[config.mk]
export PLATFORM = sky130hd
export DESIGN_NAME = evp_cmd_scheduler_flat
export DESIGN_NICKNAME = d
export VERILOG_FILES = /design/src/rtl/evp_sched_defs.sv /design/src/rtl/evp_cmd_scheduler_if.sv /design/src/rtl/evp_sched_req_check.sv /design/src/rtl/evp_cmd_scheduler.sv /design/src/flat_wrapper.sv
export SDC_FILE = /design/constraint.sdc
export NUM_CORES = 1
export LEC_CHECK = 0
export CAP_MARGIN = 40
export CORE_UTILIZATION = 44
export DETAILED_ROUTE_END_ITERATION = 12
export GPL_TIMING_DRIVEN = 1
export HOLD_SLACK_MARGIN = 0.03
export PLACE_DENSITY = 0.87
export RECOVER_POWER = 100
export SYNTH_ARGS = -nofsm -noshare
export SYNTH_HDL_FRONTEND = slang
export SYNTH_SLANG_ARGS = --single-unit
[constraint.sdc]
create_clock -name clk -period 2.44 [get_ports clk]
set_input_delay 0.488 -clock clk [delete_from_list [all_inputs] [get_ports clk]]
set_output_delay 0.488 -clock clk [all_outputs]
set_load 0.03 [all_outputs]
[src/rtl/evp_sched_defs.sv]
// Shared opcode, state, status and token-layout definitions for the EVP command scheduler.
// Pure declarations: no latency or backpressure of its own.
package evp_sched_defs;

    typedef enum logic [1:0] {
        OP_STP = 2'b00,
        OP_EVP = 2'b01,
        OP_RST = 2'b10,
        OP_BAD = 2'b11
    } op_t;

    typedef enum logic [3:0] {
        ST_IDLE      = 4'd0,
        ST_FETCH     = 4'd1,
        ST_DECODE    = 4'd2,
        ST_CHECK     = 4'd3,
        ST_LAUNCH    = 4'd4,
        ST_WAIT      = 4'd5,
        ST_WR_RESULT = 4'd6,
        ST_WR_STATUS = 4'd7
    } state_t;

    typedef enum logic [2:0] {
        STS_OK      = 3'd0,
        STS_BAD_N   = 3'd1,
        STS_BAD_OP  = 3'd3,
        STS_TIMEOUT = 3'd4
    } sts_t;

    localparam int OP_W       = 2;
    localparam int A_W        = 3;
    localparam int N_W        = 5;
    localparam int TOK_OP_LSB = 0;
    localparam int TOK_A_LSB  = 2;
    localparam int TOK_N_LSB  = 5;

    function automatic logic [31:0] sts_word(input sts_t s);
        return {29'd0, s};
    endfunction

endpackage

[src/rtl/evp_cmd_scheduler_if.sv]
// Scheduler <-> FIFO/engine bundle; master is the scheduler side, slave the FIFOs and engines.
// Wires only: no latency, flow control is carried by the count/free and start/done signals.
interface evp_cmd_scheduler_if #(
    parameter int CNT_W = 11
);
    logic [CNT_W-1:0] cmd_count;
    logic [15:0]      cmd_data;
    logic             cmd_rd_en;
    logic [CNT_W-1:0] data_count;
    logic [CNT_W-1:0] out_free;
    logic             out_wr_en;
    logic [31:0]      out_data;
    logic [2:0]       op_a;
    logic [4:0]       op_n;
    logic             start_stp;
    logic             start_evp;
    logic             start_rst;
    logic             done_stp;
    logic             done_evp;
    logic             done_rst;
    logic [31:0]      evp_result;
    logic [31:0]      evp_status;
    logic             busy;

    modport master (
        input  cmd_count, cmd_data, data_count, out_free,
        input  done_stp, done_evp, done_rst, evp_result, evp_status,
        output cmd_rd_en, out_wr_en, out_data, op_a, op_n,
        output start_stp, start_evp, start_rst, busy
    );

    modport slave (
        output cmd_count, cmd_data, data_count, out_free,
        output done_stp, done_evp, done_rst, evp_result, evp_status,
        input  cmd_rd_en, out_wr_en, out_data, op_a, op_n,
        input  start_stp, start_evp, start_rst, busy
    );
endinterface

[src/rtl/evp_sched_req_check.sv]
// Combinational resource gate: ready when the data FIFO and output FIFO can serve the opcode.
// Zero latency; a low ready is the only backpressure, the caller stalls on it.
module evp_sched_req_check
    import evp_sched_defs::*;
#(
    parameter int CNT_W = 11
) (
    input  op_t              i_opcode,
    input  logic [N_W-1:0]   i_n,
    input  logic [CNT_W-1:0] i_data_count,
    input  logic [CNT_W-1:0] i_out_free,
    output logic             o_ready
);

    logic [CNT_W-1:0] w_stp_need;

    // STP consumes N+1 coefficients from the data FIFO
    assign w_stp_need = CNT_W'(i_n) + CNT_W'(1);

    always_comb begin
        o_ready = 1'b0;
        case (i_opcode)
            OP_STP:  o_ready = (i_data_count >= w_stp_need) && (i_out_free >= CNT_W'(1));
            OP_EVP:  o_ready = (i_data_count >= CNT_W'(1)) && (i_out_free >= CNT_W'(2));
            OP_RST:  o_ready = (i_out_free >= CNT_W'(1));
            default: o_ready = 1'b0;
        endcase
    end

endmodule

[src/rtl/evp_cmd_scheduler.sv]
// One-command-at-a-time STP/EVP/RST scheduler, >=6 cycles IDLE->IDLE plus engine time; stalls in CHECK on FIFO levels.
// Optional WAIT watchdog under EVP_SCHED_TIMEOUT_EN (status 4 after TIMEOUT_CYCLES).
module evp_cmd_scheduler
    import evp_sched_defs::*;
#(
    parameter int BUFFER_SIZE    = 1024,
    parameter int CNT_W          = 11,
    parameter int MAX_N          = 10,
    parameter int TIMEOUT_CYCLES = 4096
) (
    input  logic               clk,
    input  logic               rst,
    evp_cmd_scheduler_if.master bus
);

    if (CNT_W != $clog2(BUFFER_SIZE) + 1 || TIMEOUT_CYCLES < 1 || TIMEOUT_CYCLES > 65535) begin : g_cfg_err
        $error("evp_cmd_scheduler: inconsistent CNT_W/BUFFER_SIZE/TIMEOUT_CYCLES");
    end

    localparam logic [N_W-1:0] L_MAX_N = N_W'(MAX_N);

    state_t           r_state;
    op_t              r_opcode;
    logic [A_W-1:0]   r_op_a;
    logic [N_W-1:0]   r_op_n;
    logic             r_cmd_rd_en;
    logic             r_out_wr_en;
    logic [31:0]      r_out_data;
    logic             r_start_stp;
    logic             r_start_evp;
    logic             r_start_rst;
    logic             r_busy;
    logic [31:0]      r_status;
`ifdef EVP_SCHED_TIMEOUT_EN
    localparam logic [15:0] L_WD_LAST = 16'(TIMEOUT_CYCLES - 1);
    logic [15:0]      r_wd_cnt;
`endif

    op_t              w_tok_op;
    logic [A_W-1:0]   w_tok_a;
    logic [N_W-1:0]   w_tok_n;
    logic             w_ready;
    logic             w_done;
    logic             w_unused;

    assign w_tok_op = op_t'(bus.cmd_data[TOK_OP_LSB +: OP_W]);
    assign w_tok_a  = bus.cmd_data[TOK_A_LSB +: A_W];
    assign w_tok_n  = bus.cmd_data[TOK_N_LSB +: N_W];
    assign w_unused = &{1'b0, bus.cmd_data[15:10]};

    evp_sched_req_check #(
        .CNT_W (CNT_W)
    ) u_req_check (
        .i_opcode     (r_opcode),
        .i_n          (r_op_n),
        .i_data_count (bus.data_count),
        .i_out_free   (bus.out_free),
        .o_ready      (w_ready)
    );

    // Only the engine that was launched can complete the command
    always_comb begin
        w_done = 1'b0;
        case (r_opcode)
            OP_STP:  w_done = bus.done_stp;
            OP_EVP:  w_done = bus.done_evp;
            OP_RST:  w_done = bus.done_rst;
            default: w_done = 1'b0;
        endcase
    end

    always_ff @(posedge clk or negedge rst) begin
        if (!rst) begin
            r_state     <= ST_IDLE;
            r_opcode    <= OP_STP;
            r_op_a      <= '0;
            r_op_n      <= '0;
            r_cmd_rd_en <= 1'b0;
            r_out_wr_en <= 1'b0;
            r_out_data  <= '0;
            r_start_stp <= 1'b0;
            r_start_evp <= 1'b0;
            r_start_rst <= 1'b0;
            r_busy      <= 1'b0;
            r_status    <= '0;
`ifdef EVP_SCHED_TIMEOUT_EN
            r_wd_cnt    <= '0;
`endif
        end else begin
            r_cmd_rd_en <= 1'b0;
            r_out_wr_en <= 1'b0;
            r_start_stp <= 1'b0;
            r_start_evp <= 1'b0;
            r_start_rst <= 1'b0;
            case (r_state)
                ST_IDLE: begin
                    if (bus.cmd_count != '0) begin
                        r_cmd_rd_en <= 1'b1;
                        r_busy      <= 1'b1;
                        r_state     <= ST_FETCH;
                    end
                end
                ST_FETCH: r_state <= ST_DECODE;
                ST_DECODE: begin
                    r_opcode <= w_tok_op;
                    r_op_a   <= w_tok_a;
                    r_op_n   <= w_tok_n;
                    if (w_tok_op == OP_BAD) begin
                        r_status    <= sts_word(STS_BAD_OP);
                        r_out_wr_en <= 1'b1;
                        r_out_data  <= sts_word(STS_BAD_OP);
                        r_state     <= ST_WR_STATUS;
                    end else if (w_tok_op == OP_STP && w_tok_n > L_MAX_N) begin
                        r_status    <= sts_word(STS_BAD_N);
                        r_out_wr_en <= 1'b1;
                        r_out_data  <= sts_word(STS_BAD_N);
                        r_state     <= ST_WR_STATUS;
                    end else begin
                        r_state <= ST_CHECK;
                    end
                end
                ST_CHECK: begin
                    if (w_ready) begin
                        r_start_stp <= (r_opcode == OP_STP);
                        r_start_evp <= (r_opcode == OP_EVP);
                        r_start_rst <= (r_opcode == OP_RST);
                        r_state     <= ST_LAUNCH;
                    end
                end
                ST_LAUNCH: begin
`ifdef EVP_SCHED_TIMEOUT_EN
                    r_wd_cnt <= '0;
`endif
                    r_state  <= ST_WAIT;
                end
                ST_WAIT: begin
                    if (w_done) begin
                        r_out_wr_en <= 1'b1;
                        if (r_opcode == OP_EVP) begin
                            r_status <= bus.evp_status;
                            // A failed evaluation reports its status only
                            if (bus.evp_status == '0) begin
                                r_out_data <= bus.evp_result;
                                r_state    <= ST_WR_RESULT;
                            end else begin
                                r_out_data <= bus.evp_status;
                                r_state    <= ST_WR_STATUS;
                            end
                        end else begin
                            r_status   <= sts_word(STS_OK);
                            r_out_data <= sts_word(STS_OK);
                            r_state    <= ST_WR_STATUS;
                        end
                    end
`ifdef EVP_SCHED_TIMEOUT_EN
                    else if (r_wd_cnt == L_WD_LAST) begin
                        r_status    <= sts_word(STS_TIMEOUT);
                        r_out_wr_en <= 1'b1;
                        r_out_data  <= sts_word(STS_TIMEOUT);
                        r_state     <= ST_WR_STATUS;
                    end else begin
                        r_wd_cnt <= r_wd_cnt + 16'd1;
                    end
`endif
                end
                ST_WR_RESULT: begin
                    r_out_wr_en <= 1'b1;
                    r_out_data  <= r_status;
                    r_state     <= ST_WR_STATUS;
                end
                ST_WR_STATUS: begin
                    r_busy  <= 1'b0;
                    r_state <= ST_IDLE;
                end
                default: begin
                    r_busy  <= 1'b0;
                    r_state <= ST_IDLE;
                end
            endcase
        end
    end

    assign bus.cmd_rd_en = r_cmd_rd_en;
    assign bus.out_wr_en = r_out_wr_en;
    assign bus.out_data  = r_out_data;
    assign bus.op_a      = r_op_a;
    assign bus.op_n      = r_op_n;
    assign bus.start_stp = r_start_stp;
    assign bus.start_evp = r_start_evp;
    assign bus.start_rst = r_start_rst;
    assign bus.busy      = r_busy;

endmodule

[src/flat_wrapper.sv]
// flat-port wrapper written by rule: the top's interface ports become plain ports
module evp_cmd_scheduler_flat import evp_sched_defs::*;
#(
    parameter int BUFFER_SIZE    = 1024,
    parameter int CNT_W          = 11,
    parameter int MAX_N          = 10,
    parameter int TIMEOUT_CYCLES = 4096
)
  (clk, rst, bus_cmd_count, bus_cmd_data, bus_data_count, bus_out_free, bus_done_stp, bus_done_evp, bus_done_rst, bus_evp_result, bus_evp_status, bus_cmd_rd_en, bus_out_wr_en, bus_out_data, bus_op_a, bus_op_n, bus_start_stp, bus_start_evp, bus_start_rst, bus_busy);
  evp_cmd_scheduler_if #(.CNT_W(CNT_W)) bus_i ();
  input  logic clk;
  input  logic rst;
  input wire logic [$bits(bus_i.cmd_count)-1:0] bus_cmd_count;
  input wire logic [$bits(bus_i.cmd_data)-1:0] bus_cmd_data;
  input wire logic [$bits(bus_i.data_count)-1:0] bus_data_count;
  input wire logic [$bits(bus_i.out_free)-1:0] bus_out_free;
  input wire logic [$bits(bus_i.done_stp)-1:0] bus_done_stp;
  input wire logic [$bits(bus_i.done_evp)-1:0] bus_done_evp;
  input wire logic [$bits(bus_i.done_rst)-1:0] bus_done_rst;
  input wire logic [$bits(bus_i.evp_result)-1:0] bus_evp_result;
  input wire logic [$bits(bus_i.evp_status)-1:0] bus_evp_status;
  output wire logic [$bits(bus_i.cmd_rd_en)-1:0] bus_cmd_rd_en;
  output wire logic [$bits(bus_i.out_wr_en)-1:0] bus_out_wr_en;
  output wire logic [$bits(bus_i.out_data)-1:0] bus_out_data;
  output wire logic [$bits(bus_i.op_a)-1:0] bus_op_a;
  output wire logic [$bits(bus_i.op_n)-1:0] bus_op_n;
  output wire logic [$bits(bus_i.start_stp)-1:0] bus_start_stp;
  output wire logic [$bits(bus_i.start_evp)-1:0] bus_start_evp;
  output wire logic [$bits(bus_i.start_rst)-1:0] bus_start_rst;
  output wire logic [$bits(bus_i.busy)-1:0] bus_busy;
  assign bus_i.cmd_count = bus_cmd_count;
  assign bus_i.cmd_data = bus_cmd_data;
  assign bus_i.data_count = bus_data_count;
  assign bus_i.out_free = bus_out_free;
  assign bus_i.done_stp = bus_done_stp;
  assign bus_i.done_evp = bus_done_evp;
  assign bus_i.done_rst = bus_done_rst;
  assign bus_i.evp_result = bus_evp_result;
  assign bus_i.evp_status = bus_evp_status;
  assign bus_cmd_rd_en = bus_i.cmd_rd_en;
  assign bus_out_wr_en = bus_i.out_wr_en;
  assign bus_out_data = bus_i.out_data;
  assign bus_op_a = bus_i.op_a;
  assign bus_op_n = bus_i.op_n;
  assign bus_start_stp = bus_i.start_stp;
  assign bus_start_evp = bus_i.start_evp;
  assign bus_start_rst = bus_i.start_rst;
  assign bus_busy = bus_i.busy;
  evp_cmd_scheduler #(.BUFFER_SIZE(BUFFER_SIZE), .CNT_W(CNT_W), .MAX_N(MAX_N), .TIMEOUT_CYCLES(TIMEOUT_CYCLES)) u_core (.clk(clk), .rst(rst), .bus(bus_i));
endmodule
== Word level (Yosys, flattened, before mapping) ==
Index checks and enable logic that the tools add are counted.

* Register bits after elaboration: 84
* Bits of input ports: 118
* Output and inout bits: 46
* Word-level logic and storage cells: 80

* $add $sub $neg: 1
* Magnitude comparators: 5
* Equal/unequal tests: 13
* Muxes and demuxes: 33
* Bitwise gates (word level): 1
* Reductions and logical operators: 15

{| class="wikitable"
|+ Operator list
! cell !! count
|-
| $mux W32 || 7
|-
| $pmux W32 S3 || 1
|-
| $pmux W32 S2 || 1
|-
| $logic_not A32 Y1 || 1
|-
| $pmux W4 S7 || 1
|-
| $ge A11 B1 Y1 const B || 2
|-
| $mux W4 || 4
|-
| $mux W1 || 14
|-
| $eq A4 B3 Y1 const B || 3
|-
| $ge A11 B11 Y1 || 1
|-
| $ge A11 B2 Y1 const B || 1
|-
| $reduce_bool A11 Y1 || 1
|-
| $pmux W1 S3 || 3
|-
| $reduce_and A3 Y1 || 3
|-
| $eq A4 B2 Y1 const B || 2
|-
| $add A5 B1 Y6 const B || 1
|-
| $reduce_or A6 Y1 || 1
|-
| $gt A5 B4 Y1 const B || 1
|-
| $eq A2 B2 Y1 const B || 2
|-
| $eq A4 B1 Y1 const B || 1
|-
| $logic_not A2 Y1 || 2
|-
| $logic_not A4 Y1 || 1
|-
| $ne A2 B1 Y1 const B || 2
|-
| $logic_and A1 B1 Y1 || 3
|-
| other kinds (9) || 9
|}

== Logic depth before layout (Yosys ltp) ==
* Depth after elaboration: 6
* Mapped depth: 10
* Gate-level depth less buffers: 10

== Cells and area by module ==
From an unflattened synthesis, not the netlist that was laid out.

* Cells, all modules: 471
* Area, all modules: 4230.3 sq um

{| class="wikitable"
|+ Modules (own cells, without submodules)
! module !! instances !! cells an instance !! area each (sq um) !! seq. area each (sq um)
|-
| evp_cmd_scheduler || 1 || 434 || 3943.8 || 2077.0
|-
| evp_sched_req_check || 1 || 37 || 286.5 || 0.0
|}

== Worst setup path after synthesis ==
No wires, ideal clock.

* Kind: flip-flop to flip-flop
* Start point: reg u_core.r_op_n[0], in the netlist u_core.bus.op_n[0]
* End point: reg u_core.r_state[1]
* Setup time: 0.125 ns
* Arrival: 2.377 ns
* Data required time: 2.315 ns
* Slack: -0.062 ns
* Cell stages (with the launch flop): 11
* Buffers on the path: 0
* Period minus slack after synthesis: 2.502 ns
* Path through: dfrtp_1 ha_1 nand3_1 xor2_1 ha_1 nand3_1 a211oi_2 nor4_1 o311ai_2 nand3_2 mux2_4

* Word-level cells in the longest chain between the ends: 6

{| class="wikitable"
|+ Ends and longest elaborated chain
! item !! line !! RTL
|-
| start, declared || evp_cmd_scheduler.sv:25 || <nowiki>logic [N_W-1:0] r_op_n;</nowiki>
|-
| start signal, assigned || evp_cmd_scheduler.sv:107 || <nowiki>r_op_n <= w_tok_n;</nowiki>
|-
| $add A5 B1 Y6 || evp_sched_req_check.sv:18 || <nowiki>assign w_stp_need = CNT_W'(i_n) + CNT_W'(1);</nowiki>
|-
| $ge A11 B11 Y1 || evp_sched_req_check.sv:23 || <nowiki>OP_STP: o_ready = (i_data_count >= w_stp_need) && (i_out_free >= CNT_W'(1));</nowiki>
|-
| $logic_and A1 B1 Y1 || evp_sched_req_check.sv:23 ||
|-
| $pmux W1 S3 || evp_sched_req_check.sv:22 || <nowiki>case (i_opcode)</nowiki>
|-
| $ne A2 B2 Y1 (no line) || -- ||
|-
| $reduce_and A3 Y1 (no line) || -- ||
|-
| end signal, assigned || evp_cmd_scheduler.sv:74 || <nowiki>r_state <= ST_IDLE;</nowiki>
|-
| end signal, assigned || evp_cmd_scheduler.sv:100 || <nowiki>r_state <= ST_FETCH;</nowiki>
|-
| end signal, assigned || evp_cmd_scheduler.sv:103 || <nowiki>ST_FETCH: r_state <= ST_DECODE;</nowiki>
|-
| end, declared || evp_cmd_scheduler.sv:22 || <nowiki>state_t r_state;</nowiki>
|}

No other way between the ends.
A chain may end at the register's enable or synchronous reset.

== Worst setup path in the final report ==
Ends and elaborated chain as after synthesis.

==> impl_results.md <==
- Maximum number of pins on one net before global-route repair: 65
- Count of buffers from port buffering: 157
- Global-route wire length before repair: 19.9 mm
- Max-capacitance violation count: 0
- Worst hold-check path type: input port to asynchronous set/reset pin
- Multiplexer share of the synthesized area: 0.0369
- Worst slack after detailed placement: -430 ps
- Flops & latches, synth: 83
- Number of warnings reported in the yosys synthesis log: 0
- Ratio of cells with drive above 1 in the final layout: 0.120
- Endpoints failing setup: 0
- Post-route clock period utilization: 0.994
- Worst Tran Pin Value: 1140 ps
- Commonest cells after routing, fill and taps aside: 132 x sky130_fd_sc_hd__nand2_1, 109 x sky130_fd_sc_hd__clkdlybuf4s50_1, 80 x sky130_fd_sc_hd__dfrtp_1, 46 x sky130_fd_sc_hd__dlygate4sd3_1, 43 x sky130_fd_sc_hd__nor2_1
- Setup WS post-layout: 15.4 ps
- Count of inserted antenna diode cells: 0
- Cell taking the most area after synthesis: sky130_fd_sc_hd__dfrtp_1
- Number of optimization iterations in the first detailed-route pass: 5
- Area of the mapped netlist: 4270 um^2
- Overall overflow remaining after global route: 0
- Die Y-Extent: 100 um
- Std cell rows: 35
- Leakage Power: 2.81 nW
- Number of design rule violations left after detail routing: 0
- Clock root buffer master: sky130_fd_sc_hd__clkbuf_8
- Share of the yosys chip area belonging to registers: 0.487
- Time the final worst path needs with I/O delays and setup: 2420 ps
- Number of enable-type register cells in the synthesized netlist: 0
- Compound-cell area share of the yosys netlist: 0.177
- Die footprint: 10100 um^2
- CTS Hold Buffers Added: 0
- Total of fill cells in the finished design: 720
- Count of antenna-violating nets left after detailed routing: 0
- Mapped Nets: 613
- Count of nets after finishing: 792
- Crit path DAT: 2670 ps
- Crit path largest cell delay: 410 ps
- Cell count after synthesis: 483
- Vias in the first global route: 4251
- RSZ-0062 raised after global routing: yes
- Number of CTS-inserted buffers: 9
- DRT Wirelength: 12.3 mm
- Clock-pin slew of the registers on the worst-case setup and hold paths: 90 ps
- Chip width: 100 um
- Number of antenna violations at the first check in global routing: 0
- 1st-iter DRT viols: 209
- Total number of vias: 4219
- Area of the multi-input gates: 2120 um^2
- Effective utilization at floorplan: 0.458
- Power density over the cells: 1120 nW/um^2
- Synth Flop Type: sky130_fd_sc_hd__dfrtp_1
- Top Ports: 164
- Crit end category: register
- Synth cell types: 44
- Maximum clock skew at final layout: 13.5 ps
- Top cells by area in the synthesized netlist: sky130_fd_sc_hd__dfrtp_1 49%, sky130_fd_sc_hd__nand2_1 12%, sky130_fd_sc_hd__a21o_1 5.3%
- Core ar.: 9330 um^2
- Relative slew margins: 0.237
- Peak supply drop: 864 uV
- Relative area change from synthesis to final layout: 52.2%
- Synthesized-area fraction occupied by xor and xnor cells: 0.00616
- Final Hold Fails: 0
- Maximum clock insertion buffer count: 2
- Estimated wirelength of the detail-placed design: 9.02 mm
- Main combinational cell family by area after synthesis: simple AND/OR/NAND/NOR gates
- CTS Sinks: 83
- GRT Overall Usage: 0.255
- Top-area cell type share of the netlist area: 0.487
- Register Area: 2080 um^2
- Non-filler cells in the finished layout: 796
- Number of H-tree levels: 3
- Result of the run: complete, no violations
- Average wire per cell in the routed design: 15.4 um
- Fmax achieved: 412 MHz
- Fraction of the mapped netlist area in adder cells: 0.0352
- R2R depth: 9
- Critical path launch point type: register
- CTS tree: yes
- CP cell instances: buf_4, inv_1, ha_1, or3b_1, a211oi_4, nor4_2, o311ai_2, nand3_2, mux2_4
- CP Class: register to register
- Routability congestion estimate from global placement: 0.882
- Async set-or-reset flop fraction in the synthesized netlist: 1.00
- Clock latency on the worst-skew pair: 350 ps
- Simple-gate area share of the yosys netlist: 0.222
- Post-synthesis area per instance: 8.84 um^2
- Max Fanout on Critical Path: 4
- Required time of the critical path: 2680 ps
- Placed insts: 776
- Crit path max-delay cell type: sky130_fd_sc_hd__dfrtp_2
- Per-cell via count in the routed design: 5.30
- Max-slew violation count: 0
- Most frequent standard cell in the layout excluding fill and tap cells: sky130_fd_sc_hd__nand2_1
## critical path, delay by kind of cell (launching register included)
kind            cells  cell delay (ps)
buf+inv             2              160
mux                 1              310
fa+ha+maj           1              260
compound gates      2              560
flops               1              410
simple gates        3              630
## report_power, final
group	switching [W]	internal (W)	leakage (nW)
Sequential	0.000339	0.00190	1.05
Clock	0.000490	0.000680	0.114
Combinational	0.00225	0.00160	1.64
## flip-flops by register name, summed over array words and instances, names as in the netlist
signal	count
u_core.bus.out_data	32
u_core.r_status	32
u_core.bus.op_n	5
u_core.bus.op_a	3
u_core.r_state	3
u_core.r_opcode	2
u_core.bus.busy	1
u_core.bus.cmd_rd_en	1
u_core.bus.out_wr_en	1
u_core.bus.start_evp	1
u_core.bus.start_rst	1
u_core.bus.start_stp	1
## synth_stat cells, drive strengths merged (2+ instances only)
cell / instances
a21o: 30
a21oi: 11
a222oi: 2
a31oi: 29
and2: 3
buf: 10
clkbuf: 17
dfrtp: 83
ha: 12
inv: 9
mux2: 11
mux2i: 3
nand2: 132
nand2b: 3
nand3: 6
nand3b: 2
nor2: 44
nor3: 6
nor4: 15
nor4b: 2
o21ai: 34
xor2: 2
## path summary, 6_finish.rpt
path / from / end / slack [ps]
worst max-delay path: u_core.bus.op_n[0]$_DFFE_PN0P_ / u_core.r_state[1]$_DFFE_PN0P_ / 20
worst min-delay path: rst / u_core.bus.op_a[2]$_DFFE_PN0P_ / 340
worst max register to register: u_core.bus.op_n[0]$_DFFE_PN0P_ / u_core.r_state[1]$_DFFE_PN0P_ / 20
worst min register to register: u_core.r_status[31]$_DFFE_PN0P_ / u_core.r_status[31]$_DFFE_PN0P_ / 490
max in group asynchronous: rst / u_core.r_status[15]$_DFFE_PN0P_ / 570
min in group clk: u_core.r_status[31]$_DFFE_PN0P_ / u_core.r_status[31]$_DFFE_PN0P_ / 490
## logic make-up after synthesis
family | Yosys count
AND/OR/NAND/NOR | 219
adder cells (fa/ha/maj) | 12
AO/OA/AOI/OAI | 116
buffers and inverters | 36
flip-flops | 83
multiplexers | 14
XOR/XNOR | 3
## per-layer routing
layer,vias to the layer above,wire length (um),track usage
met5,-,0,0
met4,0,463,0.152
met3,41,642,0.0395
met2,176,6250,0.442
met1,1970,4920,0.299
li1,2032,-,-
## metrics by stage
stage               TNS [ps]  area, um^2  hold WS [ps]  utilization  power, W
finish                     0        6490           344        0.696   0.00726
global route            -472        6490           443        0.696   0.00774
CTS                    -9.25        6490           150        0.696   0.00737
detailed placement     -4880        6190           475        0.664   0.00611
global placement       -2570        6190           461        0.664   0.00590
floorplan                  0        4270           192            -   0.00457
## final cells by class
type                    count  share of cell area
multi-input cells         364               0.326
clock buffers              11              0.0202
clock inverters             5              0.0158
well taps                 129              0.0249
inverters                   9             0.00520
repair buffers            195               0.288
flip-flops and latches     83               0.320
## repair_timing
action,4_1_cts,5_1_grt
buffers inserted,2,2
pin swaps,8,5
endpoints found under the setup margin,3,3
resized for setup,10,1
No activity file was read; power rests on OpenSTA's default activity.
